===== config.mk =====
export PLATFORM = sky130hd
export DESIGN_NAME = fcmp_pipe
export DESIGN_NICKNAME = d
export VERILOG_FILES = /design/src/rtl/fpu_pkg.sv /design/src/rtl/fcmp_core.sv /design/src/rtl/fcmp_pipe.sv
export SDC_FILE = /design/constraint.sdc
export NUM_CORES = 1
export LEC_CHECK = 0
export ABC_AREA = 1
export BUFFER_PORTS_ARGS = -buffer_cell sky130_fd_sc_hd__buf_2
export CELL_PAD_IN_SITES_DETAIL_PLACEMENT = 1
export CELL_PAD_IN_SITES_GLOBAL_PLACEMENT = 1
export CORE_MARGIN = 8
export CORE_UTILIZATION = 35
export CTS_CLUSTER_DIAMETER = 80
export DETAILED_ROUTE_END_ITERATION = 8
export PLACE_DENSITY_LB_ADDON = 0.1
export SYNTH_ARGS = -nofsm -noshare
export SYNTH_HDL_FRONTEND = slang
export SYNTH_SLANG_ARGS = --single-unit

===== constraint.sdc =====
create_clock -name clk -period 1.35 [get_ports clk]
set_input_delay 0.3375 -clock clk [delete_from_list [all_inputs] [get_ports clk]]
set_output_delay 0.3375 -clock clk [all_outputs]
set_load 0.005 [all_outputs]

===== src/rtl/fpu_pkg.sv =====
// fpu_pkg: shared FPU encodings, operand classes and classification helper
package fpu_pkg;
  localparam logic [1:0] FCMP_LE = 2'b00;
  localparam logic [1:0] FCMP_LT = 2'b01;
  localparam logic [1:0] FCMP_EQ = 2'b10;
  localparam logic [7:0] EXP_MAX = 8'hFF;
  localparam int QNAN_BIT = 22;
  typedef enum logic [2:0] {ZERO, SUB, NORM, INF, QNAN, SNAN} fclass_t;
  function automatic fclass_t classify(input logic [30:0] x);
    return x[30:23] == 8'h00 ? (x[22:0] == '0 ? ZERO : SUB) :
           x[30:23] != EXP_MAX ? NORM :
           x[22:0] == '0 ? INF :
           x[QNAN_BIT] ? QNAN : SNAN;
  endfunction
endpackage


===== src/rtl/fcmp_core.sv =====
// fcmp_core: combinational binary32 FEQ/FLT/FLE evaluation with invalid flag
module fcmp_core
  import fpu_pkg::*;
(
  input  logic [1:0]  op,
  input  logic [31:0] x1,
  input  logic [31:0] x2,
  input  fclass_t     c1,
  input  fclass_t     c2,
  output logic        cmp,
  output logic        nv
);
  logic any_nan, any_snan, both_zero, eq, lt, mag_lt, mag_gt;
  assign any_snan  = c1 == SNAN || c2 == SNAN;
  assign any_nan   = any_snan || c1 == QNAN || c2 == QNAN;
  assign both_zero = c1 == ZERO && c2 == ZERO;
  assign mag_lt    = x1[30:0] < x2[30:0];
  assign mag_gt    = x1[30:0] > x2[30:0];
  assign eq = !any_nan && (both_zero || x1 == x2);
  // sign-magnitude order: opposite signs decide by sign, negatives reverse magnitude order
  assign lt = !any_nan && !both_zero &&
              (x1[31] != x2[31] ? x1[31] : (x1[31] ? mag_gt : mag_lt));
  always_comb begin
    cmp = op == FCMP_EQ ? eq : op == FCMP_LT ? lt : op == FCMP_LE ? (lt | eq) : 1'b0;
    nv  = op == FCMP_EQ ? any_snan : (op == FCMP_LT || op == FCMP_LE) ? any_nan : 1'b0;
  end
endmodule


===== src/rtl/fcmp_pipe.sv =====
// fcmp_pipe: two-stage valid/ready floating-point compare pipeline
module fcmp_pipe
  import fpu_pkg::*;
#(
  parameter int TAG_W = 5
) (
  input  logic             clk,
  input  logic             rstn,
  input  logic             flush,
  input  logic             in_valid,
  output logic             in_ready,
  input  logic [1:0]       in_op,
  input  logic [TAG_W-1:0] in_tag,
  input  logic [31:0]      in_x1,
  input  logic [31:0]      in_x2,
  output logic             out_valid,
  input  logic             out_ready,
  output logic [TAG_W-1:0] out_tag,
  output logic [31:0]      out_data,
  output logic             out_nv
);
  logic             s1_valid, s2_valid, s2_en, cmp, nv;
  logic [1:0]       s1_op;
  logic [TAG_W-1:0] s1_tag;
  logic [31:0]      s1_x1, s1_x2;
  fclass_t          s1_c1, s1_c2;
  assign s2_en     = !s2_valid | out_ready;
  assign in_ready  = !s1_valid | s2_en;
  assign out_valid = s2_valid;
  fcmp_core u_core (
    .op  (s1_op),
    .x1  (s1_x1),
    .x2  (s1_x2),
    .c1  (s1_c1),
    .c2  (s1_c2),
    .cmp (cmp),
    .nv  (nv)
  );
  always_ff @(posedge clk or negedge rstn) begin
    if (!rstn) begin
      s1_valid <= 1'b0;
      s2_valid <= 1'b0;
      s1_op    <= '0;
      s1_tag   <= '0;
      s1_x1    <= '0;
      s1_x2    <= '0;
      s1_c1    <= ZERO;
      s1_c2    <= ZERO;
      out_tag  <= '0;
      out_data <= '0;
      out_nv   <= 1'b0;
    end else begin
      // flush overrides every transfer, including a request offered this cycle
      s1_valid <= !flush & (in_ready ? in_valid : s1_valid);
      s2_valid <= !flush & (s2_en ? s1_valid : s2_valid);
      if (in_valid && in_ready) begin
        s1_op  <= in_op;
        s1_tag <= in_tag;
        s1_x1  <= in_x1;
        s1_x2  <= in_x2;
        s1_c1  <= classify(in_x1[30:0]);
        s1_c2  <= classify(in_x2[30:0]);
      end
      if (s2_en && s1_valid) begin
        out_tag  <= s1_tag;
        out_data <= {31'b0, cmp};
        out_nv   <= nv;
      end
    end
  end
endmodule


== Word-level counts from Yosys, hierarchy flattened ==
Index checks and enable logic that the tools add are counted.

* Logic and storage cells: 70
* Bits of input ports: 76
* Output and inout port bits: 40
* Bits in registers: 86

* Muxes and demuxes: 19
* Order comparisons: 2
* Reductions and logical operators: 23
* Bitwise logic cells: 5
* Eq/ne operators: 10

{| class="wikitable"
|+ Operators with widths
! operator !! count
|-
| zero test 23 bit || 2
|-
| equality test 32 bit || 1
|-
| > comparator 31 bit || 1
|-
| less-than comparator 31 bit || 1
|-
| 2-to-1 mux 3 bit || 6
|-
| zero test 8 bit || 2
|-
| inequality test 8 bit (second input constant) || 2
|-
| 2-to-1 mux 1 bit || 13
|-
| equality test 3 bit (second input constant) || 4
|-
| logical AND 1 bit || 6
|-
| zero test 3 bit || 2
|-
| zero test 1 bit || 5
|-
| logical OR 1 bit || 5
|-
| OR 1 bit || 3
|-
| AND 1 bit || 2
|-
| equality test 2 x 1 -> 1 bit (second input constant) || 1
|-
| equality test 2 bit (second input constant) || 1
|-
| zero test 2 bit || 1
|-
| inequality test 1 bit || 1
|}

== Depth between registers and ports, before layout ==
* Depth after elaboration: 11
* Depth in mapped cells: 15
* Mapped depth without buffers: 15

== Hierarchy ==
From an unflattened synthesis, not the netlist that was laid out.

* Cell total of the unflattened synthesis: 642
* Area total of the unflattened synthesis: 4872.2 um2

{| class="wikitable"
|+ Modules (own cells, without submodules)
! module !! seq. area each (um2) !! instances !! area an instance (um2) !! cells an instance
|-
| fcmp_pipe || 2152.1 || 1 || 3826.2 || 457
|-
| fcmp_core || 0.0 || 1 || 1046.0 || 185
|}

== Worst setup path after synthesis ==
OpenSTA, ideal clock, no wires.

* Path type: reg2reg
* Start point: register s1_x1[14]
* End point: register out_data[0]
* Cell stages (with the launch flop): 13
* Setup time: 73 ps
* Period minus slack after synthesis: 1496 ps
* Setup slack: -146 ps
* Arrival: 1423 ps
* Data required time: 1277 ps
* Buffers on the path: 0
* Path through: dfrtp_1 ha_1 nand2_2 inv_1 nand2_1 nand2_1 a21oi_1 nand2_1 nand2_1 nand2_1 a21oi_1 nand2_1 a21oi_2

* Cells in the longest elaborated chain, start to end: 8
* Elaborated cells between the ends (all ways): 12
* Those cells by class: 2 x order compare; 1 x eq/ne; 5 x mux; 1 x bitwise; 3 x reduce/logical

{| class="wikitable"
|+ RTL lines
! element !! line !! source
|-
| start: declaration || fcmp_pipe.sv:25 || <nowiki>logic [31:0] s1_x1, s1_x2;</nowiki>
|-
| start signal: assignment || fcmp_pipe.sv:59 || <nowiki>s1_x1 <= in_x1;</nowiki>
|-
| less-than comparator 31 bit / > comparator 31 bit (equally long branches) || fcmp_core.sv:17, fcmp_core.sv:18 ||
|-
| 2-to-1 mux 1 bit (2 in series) || fcmp_core.sv:22 || <nowiki>(x1[31] != x2[31] ? x1[31] : (x1[31] ? mag_gt : mag_lt));</nowiki>
|-
| logical AND 1 bit || fcmp_core.sv:21 || <nowiki>assign lt = !any_nan && !both_zero &&</nowiki>
|-
| OR 1 bit || fcmp_core.sv:24 || <nowiki>cmp = op == FCMP_EQ ? eq : op == FCMP_LT ? lt : op == FCMP_LE ? (lt | eq) : 1'b0;</nowiki>
|-
| 2-to-1 mux 1 bit (2 in series) || fcmp_core.sv:24 ||
|-
| 2-to-1 mux 1 bit * || fcmp_core.sv:24 ||
|-
| end signal: assignment || fcmp_pipe.sv:66 || <nowiki>out_data <= {31'b0, cmp};</nowiki>
|-
| end: declaration || fcmp_pipe.sv:19 || <nowiki>output logic [31:0] out_data,</nowiki>
|}

Mark *: on every way between the ends. The rest lies on a longest branch, timed or not.
A chain may end at the register's enable or synchronous reset.

== Worst setup path after layout ==
* Start point: register s1_x1[22]
* End point: register out_data[0]

The elaborated chain is that of the path after synthesis.

==> out/results.txt <==
Detail Route met3 WL: 430 um
Clk_lat worst skew: 350 ps
Root Buffer: clkbuf_16
Cells on worst reg2reg path: 9
Syn Inst Count: 598
Layout cells sized above 1: 29.2%
Worst Path Required: 1630 ps
DPL Wire Length: 9910 um
Max layer used: met4
Maximum vdd drop: 0.592 mV
Max Clock Freq: 585 MHz
Synth Register Bits: 86
Netlist cell types: 31
Core area: 13200 um2
Hold Crit Depth: 2
Via count: 4155
Sequential-to-total area share from yosys stat: 45.5%
CTS H-Tree Depth: 3
Part of the cycle the worst path needs: 127%
Clk slew on worst S/H paths: 70 ps
Clock Path Buffers: 2
Arr. time, crit path: 1990 ps
DIE AREA: 17500 um2
Finish-stage setup viols: 1
IO Pins: 116
# DRC: 0
TritonCTS Buffers: 9
IO Port Bufs: 84
Final Hold Fails: 0
Final max-slew violation count: 0
Pin count of the biggest net entering global routing: 58
Synth warn: 0
Die H: 132 um
Initial antenna violation count: 0
Routed Antenna Nets: 0
Final core utilization: 47.0%
Crit path kind: reg -> reg
CP Capture Type: flop
Avg Synthesized Cell Area: 7.92 um2
Drt pass-1 iters: 4
Leakage: 3.36 nW
Drt first-iter violations: 188
Status: finished with violations
Setup WS post-layout: -358 ps
Clk_skew: 9.04 ps
Vias in the first global route: 4618
Minimum clock period: 1710 ps
MaxCap Viol Count: 0
Gr usage total: 15.4%
DP Worst Slack: -376 ps
Startpoint Class: flop
Area growth syn-to-layout: 31.5%
Final Net Count: 842
Fillcell total: 1693
Largest area contributor in the netlist: dfrtp_1
Die width: 132 um
Grt ovf: 0
Initial Util: 35.7%
Worst Hold Class: in -> reg
Met1 WL: 6290 um
RSZ-0062 raised after global routing: true
Final weighted congestion in routability-driven placement: 0.763
Row cnt: 42
Violated checks: setup timing
Met2 WL: 6280 um
Antenna Cells: 0
DR WL/cell: 14.4 um
CTS tree: yes
DRT Wirelength: 13200 um
Fin Hold WS: 149 ps
DR vias/cell: 4.54
Yosys top cell area share: 45.5%
CTS Sinks: 86
CP Max Fanout: 2
TNS Setup: -358 ps
Mapped Area: 4730 um2
Power per cell area: 1170 nW/um2
First-pass GRT wire length: 22100 um
Top cells by area, synth: dfrtp_1, nand2_1, ha_1, inv_1, buf_4
cells in the mapped netlist:
cell      instances
conb_1            1
o21ai_1           6
nor3_2            1
or2_2             1
nor4_1           10
a21oi_2           2
o21ai_0          49
nor2_4            2
inv_1            87
buf_4            34
a21o_1            2
dfrtp_1          86
a22oi_1           1
nor2_1           19
nand2_1         193
nor3_1            2
nand3_2           2
a21oi_1          14
clkbuf_1          6
o22ai_1           1
inv_2             8
nand3_1          12
ha_1             31
o21bai_1          1
buf_2             6
nand4_1          12
and3_1            1
nand2_2           5
buf_6             1
xor2_1            1
nor2_2            1
layout by cell type, fill, tap and decap left out, drive strengths merged:
cell type / instances
nand2: 198
buf: 141
inv: 97
dfrtp: 86
o21ai: 55
conb: 31
ha: 31
nor2: 22
a21oi: 16
nand3: 14
nand4: 12
clkbuf: 10
nor4: 10
clkinv: 3
nor3: 3
a21o: 2
bufinv: 2
o22ai: 1
and3: 1
or2: 1
xor2: 1
o21bai: 1
a22oi: 1
dlygate4sd3: 1
sequential cells by signal (all words and copies together) (netlist names), 2 cells and up:
signal	flops
s1_c1	3
s1_tag	5
s1_c2	3
s1_op	2
s1_x2	32
out_tag	5
s1_x1	32
worst max-delay path, stage by stage, from the launching register on:
cell,delay (ps)
dfrtp_1,380
ha_1,320
a21o_1,160
nor2_1,140
nand2_2,90
a21oi_2,150
nand2_2,90
a21oi_2,140
nand2_1,70
a21oi_2,100
kinds of logic after synthesis:
family	Yosys count	share of synthesized area (%)
compound gates	76	8.43
xor+xnor	1	0.185
fa+ha+maj	31	8.19
buf+inv	142	14.3
flops	86	45.5
other cells	1	0.0792
simple gates	261	23.4
cell type report:
cell class | count | area [um2] | area share [%]
Timing Repair Buffer | 143 | 961 | 15.4
Sequential cell | 86 | 2150 | 34.6
Inverter | 95 | 357 | 5.73
Clock inverter | 7 | 106 | 1.71
Tap cell | 176 | 220 | 3.54
Clock buffer | 9 | 225 | 3.62
Multi-Input combinational cell | 400 | 2200 | 35.4
final timing paths:
path / from / to / slack, ps
setup / recovery: s1_x1[22]$_DFFE_PN0P_ / out_data[0]$_DFFE_PN0P_ / -360
hold / removal: flush / s1_valid$_DFF_PN0_ / 150
setup reg to reg: s1_x1[22]$_DFFE_PN0P_ / out_data[0]$_DFFE_PN0P_ / -360
hold reg to reg: s1_tag[4]$_DFFE_PN0P_ / out_tag[4]$_DFFE_PN0P_ / 470
max in group asynchronous: rstn / s1_valid$_DFF_PN0_ / 600
min in group asynchronous: rstn / s1_x2[16]$_DFFE_PN0P_ / 500
what timing repair did:
item                                   4_1_cts  5_1_grt
hold buffers                                 1        0
gates cloned                                 0        1
gates resized for setup                      2       36
pin swaps                                    2       21
setup buffers                                1        3
setup endpoints to repair                    2        8
endpoints found under the hold margin       86        0
power breakdown:
part	switching, mW	internal, mW
sequential	0.151	2.82
combinational	0.844	0.664
clock	1.12	1.65
total	2.12	5.14
metrics by stage:
step	cell area, um2	power [mW]	cells
finish	6230	7.25	916
global route	6230	7.70	916
CTS	6010	7.22	913
detailed placement	5650	4.39	895
global placement	5650	4.34	895
floorplan	4850	3.81	628
per-layer routing:
layer	GRT usage (%)	up-vias
li1	-	2087
met1	19.6	1982
met2	25.0	72
met3	3.32	14
met4	5.74	0
met5	0	-
Power figures use the tool's default switching activity.
